**config.mk**
```make
export PLATFORM = sky130hd
export DESIGN_NAME = pht_update_queue_flat
export DESIGN_NICKNAME = d
export VERILOG_FILES = /design/src/rtl/pht_update_queue_if.sv /design/src/rtl/pht_update_queue.sv /design/src/flat_wrapper.sv
export SDC_FILE = /design/constraint.sdc
export NUM_CORES = 1
export LEC_CHECK = 0
export ABC_CLOCK_PERIOD_IN_PS = 3680
export CAP_MARGIN = 20
export CORE_MARGIN = 5
export CORE_UTILIZATION = 46
export CTS_CLUSTER_DIAMETER = 100
export CTS_CLUSTER_SIZE = 20
export DETAILED_ROUTE_END_ITERATION = 8
export GPL_TIMING_DRIVEN = 1
export REMOVE_ABC_BUFFERS = 1
export SETUP_SLACK_MARGIN = 0.3
export SLEW_MARGIN = 20
export SYNTH_ARGS = -nofsm -noshare
export SYNTH_HDL_FRONTEND = slang
export SYNTH_SLANG_ARGS = --single-unit
export TNS_END_PERCENT = 10
```
**constraint.sdc**
```tcl
create_clock -name clk -period 3.68 [get_ports clk]
set_input_delay 0.552 -clock clk [delete_from_list [all_inputs] [get_ports clk]]
set_output_delay 0.552 -clock clk [all_outputs]
set_load 0.005 [all_outputs]
```
**src/rtl/pht_update_queue_if.sv**
```systemverilog
// rtl/pht_update_queue_if.sv - branch-update, PHT read-snoop and PHT write-port bundle
interface pht_update_queue_if #(
    parameter int QUEUE_SIZE  = 32,
    parameter int INDEX_WIDTH = 10
);
    localparam int CW = $clog2(QUEUE_SIZE) + 1;

    logic                   updValid;
    logic [INDEX_WIDTH-1:0] updIndex;
    logic [1:0]             updPrevValue;
    logic                   updTaken;
    logic                   rdValid;
    logic [INDEX_WIDTH-1:0] rdIndex;
    logic                   wrEnable;
    logic [INDEX_WIDTH-1:0] wrIndex;
    logic [1:0]             wrValue;
    logic                   full;
    logic                   empty;
    logic                   dropped;
    logic [CW-1:0]          count;

    modport master (
        output updValid, updIndex, updPrevValue, updTaken, rdValid, rdIndex,
        input  wrEnable, wrIndex, wrValue, full, empty, dropped, count
    );

    modport slave (
        input  updValid, updIndex, updPrevValue, updTaken, rdValid, rdIndex,
        output wrEnable, wrIndex, wrValue, full, empty, dropped, count
    );
endinterface

```
**src/rtl/pht_update_queue.sv**
```systemverilog
// rtl/pht_update_queue.sv - in-order PHT update FIFO that yields to bank-conflicting reads (optional RSD_PHT_UPDATE_BYPASS_EN)
module pht_update_queue #(
    parameter int QUEUE_SIZE     = 32,
    parameter int INDEX_WIDTH    = 10,
    parameter int BANK_BIT_WIDTH = 1
) (
    input logic              clk,
    input logic              rst_n,
    pht_update_queue_if.slave bus
);
    localparam int PW = $clog2(QUEUE_SIZE);
    localparam int CW = PW + 1;
    localparam int EW = INDEX_WIDTH + 2;

    logic [EW-1:0]          mem_q [QUEUE_SIZE];
    logic [PW-1:0]          head_q, head_d;
    logic [PW-1:0]          tail_q, tail_d;
    logic [CW-1:0]          count_q, count_d;

    logic                   full;
    logic                   empty;
    logic [1:0]             new_value;
    logic [EW-1:0]          entry_d;
    logic [EW-1:0]          head_entry;
    logic                   conflict;
    logic                   deq;
    logic                   enq;
    logic                   bypass;

    assign full       = (count_q == CW'(QUEUE_SIZE));
    assign empty      = (count_q == '0);
    assign head_entry = mem_q[head_q];

    // New counter value, head/bank conflict, dequeue/enqueue decisions and next pointers
    always_comb begin
        new_value = 2'd0;
        entry_d   = '0;
        conflict  = 1'b0;
        deq       = 1'b0;
        enq       = 1'b0;
        bypass    = 1'b0;
        head_d    = head_q;
        tail_d    = tail_q;
        count_d   = count_q;

        if (bus.updTaken)
            new_value = (bus.updPrevValue == 2'd3) ? 2'd3 : bus.updPrevValue + 2'd1;
        else
            new_value = (bus.updPrevValue == 2'd0) ? 2'd0 : bus.updPrevValue - 2'd1;
        entry_d = {bus.updIndex, new_value};

        conflict = bus.rdValid &&
                   (bus.rdIndex[BANK_BIT_WIDTH-1:0] == head_entry[BANK_BIT_WIDTH+1:2]);
        deq      = !empty && !conflict;
`ifdef RSD_PHT_UPDATE_BYPASS_EN
        // An empty queue lets a non-conflicting update go straight to the write port
        bypass   = empty && bus.updValid &&
                   !(bus.rdValid &&
                     (bus.rdIndex[BANK_BIT_WIDTH-1:0] == bus.updIndex[BANK_BIT_WIDTH-1:0]));
`else
        bypass   = 1'b0;
`endif
        enq      = bus.updValid && (!full || deq) && !bypass;

        if (deq) head_d = head_q + PW'(1);
        if (enq) tail_d = tail_q + PW'(1);
        count_d = count_q + CW'(enq) - CW'(deq);
    end

    // Write port and drop pulse; index/value read as zero while the strobe is low
    always_comb begin
        bus.wrEnable = 1'b0;
        bus.wrIndex  = '0;
        bus.wrValue  = 2'd0;
        bus.dropped  = bus.updValid && full && !deq;
        if (bypass) begin
            bus.wrEnable = 1'b1;
            bus.wrIndex  = bus.updIndex;
            bus.wrValue  = new_value;
        end else if (deq) begin
            bus.wrEnable = 1'b1;
            bus.wrIndex  = head_entry[EW-1:2];
            bus.wrValue  = head_entry[1:0];
        end
    end

    assign bus.full  = full;
    assign bus.empty = empty;
    assign bus.count = count_q;

    // Pointer and occupancy registers; reset discards everything in flight
    always_ff @(posedge clk or negedge rst_n) begin
        if (!rst_n) begin
            head_q  <= '0;
            tail_q  <= '0;
            count_q <= '0;
        end else begin
            head_q  <= head_d;
            tail_q  <= tail_d;
            count_q <= count_d;
        end
    end

    // Entry storage is not reset; stale contents are never visible because count gates reads
    always_ff @(posedge clk) begin
        if (enq) mem_q[tail_q] <= entry_d;
    end
endmodule

```
**src/flat_wrapper.sv**
```systemverilog
// flat-port wrapper written by rule: the top's interface ports become plain ports
module pht_update_queue_flat 
#(
    parameter int QUEUE_SIZE     = 32,
    parameter int INDEX_WIDTH    = 10,
    parameter int BANK_BIT_WIDTH = 1
)
  (clk, rst_n, bus_updValid, bus_updIndex, bus_updPrevValue, bus_updTaken, bus_rdValid, bus_rdIndex, bus_wrEnable, bus_wrIndex, bus_wrValue, bus_full, bus_empty, bus_dropped, bus_count);
  pht_update_queue_if #(.QUEUE_SIZE(QUEUE_SIZE), .INDEX_WIDTH(INDEX_WIDTH)) bus_i ();
  input logic clk;
  input logic rst_n;
  input wire logic [$bits(bus_i.updValid)-1:0] bus_updValid;
  input wire logic [$bits(bus_i.updIndex)-1:0] bus_updIndex;
  input wire logic [$bits(bus_i.updPrevValue)-1:0] bus_updPrevValue;
  input wire logic [$bits(bus_i.updTaken)-1:0] bus_updTaken;
  input wire logic [$bits(bus_i.rdValid)-1:0] bus_rdValid;
  input wire logic [$bits(bus_i.rdIndex)-1:0] bus_rdIndex;
  output wire logic [$bits(bus_i.wrEnable)-1:0] bus_wrEnable;
  output wire logic [$bits(bus_i.wrIndex)-1:0] bus_wrIndex;
  output wire logic [$bits(bus_i.wrValue)-1:0] bus_wrValue;
  output wire logic [$bits(bus_i.full)-1:0] bus_full;
  output wire logic [$bits(bus_i.empty)-1:0] bus_empty;
  output wire logic [$bits(bus_i.dropped)-1:0] bus_dropped;
  output wire logic [$bits(bus_i.count)-1:0] bus_count;
  assign bus_i.updValid = bus_updValid;
  assign bus_i.updIndex = bus_updIndex;
  assign bus_i.updPrevValue = bus_updPrevValue;
  assign bus_i.updTaken = bus_updTaken;
  assign bus_i.rdValid = bus_rdValid;
  assign bus_i.rdIndex = bus_rdIndex;
  assign bus_wrEnable = bus_i.wrEnable;
  assign bus_wrIndex = bus_i.wrIndex;
  assign bus_wrValue = bus_i.wrValue;
  assign bus_full = bus_i.full;
  assign bus_empty = bus_i.empty;
  assign bus_dropped = bus_i.dropped;
  assign bus_count = bus_i.count;
  pht_update_queue #(.QUEUE_SIZE(QUEUE_SIZE), .INDEX_WIDTH(INDEX_WIDTH), .BANK_BIT_WIDTH(BANK_BIT_WIDTH)) u_core (.clk(clk), .rst_n(rst_n), .bus(bus_i));
endmodule
```
==> metrics.yaml <==
power.switching_uw: 4217
hold_viol: 0
grt_pass1_vias: 7849
start_util: 0.4641
power_density_nw_per_um2: 747.5
slowest_delay_ps: 540
cts-root-buf: "clkbuf_16"
grt.overflow.total: 0
n_antenna_cell: 0
final.setup_skew_ps: 11.37
yosysSeqAreaShare: 0.7480
rsz0062_at_grt: "true"
dpl_cell_area_um2: 17120
synth_top_area_share: 0.7229
track_usage: 0.1736
cp_num_buf_inv: 3
synthFlopType: "edfxtp_1"
die-area_um2: 38500
pwr-share-comb: 0.410
syn_area_um2: 15950
drc: 0
portBuffers: 39
final_cell_area_um2: 18340
worstPathRequired_ps: 3130
die_h_um: 196.2
clock_path_buffers: 3
cp_max_fo: 9
via_per_inst: 5.759
muxShareOfSynthArea: 0.1723
tightest_slew_ps: 1102
final_util: 0.5336
synth.area.top_cells: "edfxtp_1 72%, mux4_2 16%, dfrtp_1 2.5%"
slowest_stage: "mux4_2"
drt_iter0_drc: 625
cts_made_buffers: 23
leakagePower_uw: 0.006101
p_int_uw: 9493
final_common_cell: "edfxtp_1"
min_path_type: "input port to async pin"
synthSimpleGateAreaFrac: 0.03036
synthCells: 729
nNetsFinal: 879
setup_viol: 0
grt_pass1_wl_um: 50230
io_pins: 49
p_seq_frac: 0.406
status: "completed"
post_drt_wl_per_cell_um: 25.68
yosysWarnings: 0
synth_xor_area_frac: 0.007608
clk_latency_ps: 520
start_kind: "register"
dr.pass1.iters: 5
die_w_um: 196.2
period_minus_slack_ps: 3497
synth_edf_count: 384
dp.cells: 1236
finalCritPeriodShare: 0.9502
layout-drive-gt1-share: 0.3177
syn_to_final_growth_pct: 14.98
ys_ff_latch: 400
ff2ff_path_depth: 18
final_cell_mix: "384 x edfxtp_1, 110 x mux4_2, 65 x buf_4"
synth_fa_ha_area_frac: 0.01349
final_cells: 1308
ff2ff_setup_slack_ps: 270
ys_types: 48
drt_wl_total_um: 33590
p_sw_frac: 0.3076
worstPathArrival_ps: 2940
hpwl_um: 20140
postSynth.asyncResetShare: 0.04000
slew_headroom: 0.2650
p_total_uw: 13710
cp-end-kind: "output port"
synth_compound_area_frac: 0.01035
avgSynthCellArea_um2: 21.88
cap_viol_max_count: 0
ir_drop_uv: 456.9
path_cells: "buf_12, buf_16, mux4_2, mux4_2, mux2i_1, nor2_1, dlygate4sd2_1"
drtAntennaViolNets: 0
r2r_start: "u_core.head_q[1]"
grt_max_degree: 40
synth_top_family_by_area: "multiplexers"
antenna_found_initial: 0
power_frac_clock: 0.184
fp.coreArea_um2: 34370
critical_path_class: "register to output port"
via_count: 7533
cts_num_sinks: 400
cts.clk_slew.worst_paths_ps: 80
rr_endpoint: "u_core.bus.count[5]"
fmax_mhz: 286.0
cts_max_level: 1
crit_family: "multiplexers"
cts_tree: "yes"
slew_viol_final: 0
cp_common_cell: "mux4_2"
synth_area_leader_cell: "edfxtp_1"
gp_congestion: 0.8205
num_rows: 68
-- per-layer routing --
metal | GRT usage | up-vias | part of all wire
li1 | - | 3225 | -
met1 | 0.2476 | 4058 | 0.42
met2 | 0.2960 | 212 | 0.51
met3 | 0.01735 | 38 | 0.048
met4 | 0.03698 | 0 | 0.020
met5 | 0 | - | 0
-- worst max-delay path by stage --
| stage | start | endpoint | slack (ps) | depth (start not counted) |
|---|---|---|---|---|
| global route | u_core.head_q[1] | u_core.bus.count[5] | 70 | 19 |
| finish | u_core.head_q[0] | bus_wrIndex[1] | 180 | 7 |
| CTS | u_core.head_q[1] | bus_wrValue[0] | 150 | 13 |
| detailed placement | u_core.head_q[1] | u_core.bus.count[4] | 230 | 16 |
| global placement | u_core.head_q[1] | u_core.bus.count[4] | 190 | 16 |
| floorplan | u_core.head_q[0] | u_core.mem_q[15][0] | -3010 | 6 |
-- synthesized netlist by cell type (all sizes together) (2+ instances only) --
master / count
a211oi: 5
clkbuf: 14
xnor2: 7
nor2: 19
edfxtp: 384
nand2: 10
inv: 13
o21ai: 2
a21oi: 3
o311ai: 2
and3: 33
buf: 27
nor2b: 4
nand4: 3
mux2i: 23
mux2: 3
ha: 14
mux4: 110
dfrtp: 16
a22oi: 3
and4: 2
nand3: 3
maj3: 2
xor2: 6
nor3: 2
a21o: 2
and3b: 2
nor3b: 4
-- registers in the layout (all words and copies together) (netlist names) --
register / cells
u_core.bus.count: 6
u_core.head_q: 5
u_core.mem_q: 384
u_core.tail_q: 5
-- power groups by stage --
stage	Clock (uW)	Combinational (uW)	Sequential (uW)
finish	2530	5620	5560
global placement	0	4550	5680
CTS	2590	5500	5560
global route	2760	6000	5600
floorplan	0	2730	6030
detailed placement	0	4630	5710
-- kinds of logic after synthesis --
group | Yosys count
simple gates | 86
flops | 400
fa+ha+maj | 17
buf+inv | 55
mux | 136
compound gates | 22
xor+xnor | 13
-- final cells by class --
type                    instances  area (um^2)
fillers                      2648        16030
flip-flops and latches        400        11940
multi-input cells             274         3908
repair buffers                124         1229
clock buffers                  41        643.1
well taps                     455        569.3
inverters                      14        52.55
-- worst register-to-register path: cells and delay by family (launching register included) --
kind	cells	cell delay, ps
xor gates and xnor gates	2	310
adders and majority gates	2	420
buffers and inverters	4	430
AOI/OAI and AO/OA	7	1280
and+or+nand+nor	3	380
DFF	1	540
-- through the flow --
stage	setup slack [ps]	hold WS (ps)	setup TNS [ps]
after global placement	185.6	575.6	0
after global routing	74.13	512.9	0
final	183.3	487.4	0
after detailed placement	226.0	586.1	0
after CTS	154.5	478.9	0
after floorplan	-3008	256.4	-1100640
-- repair_timing --
action | in CTS | in global routing
setup endpoints to repair | 16 | 18
gates cloned | 5 | 1
hold buffers | 0 | 0
gates resized for setup | 85 | 16
setup buffers | 22 | 3
pin swaps | 11 | 10
Note: power is estimated with default switching activity, not from simulation.
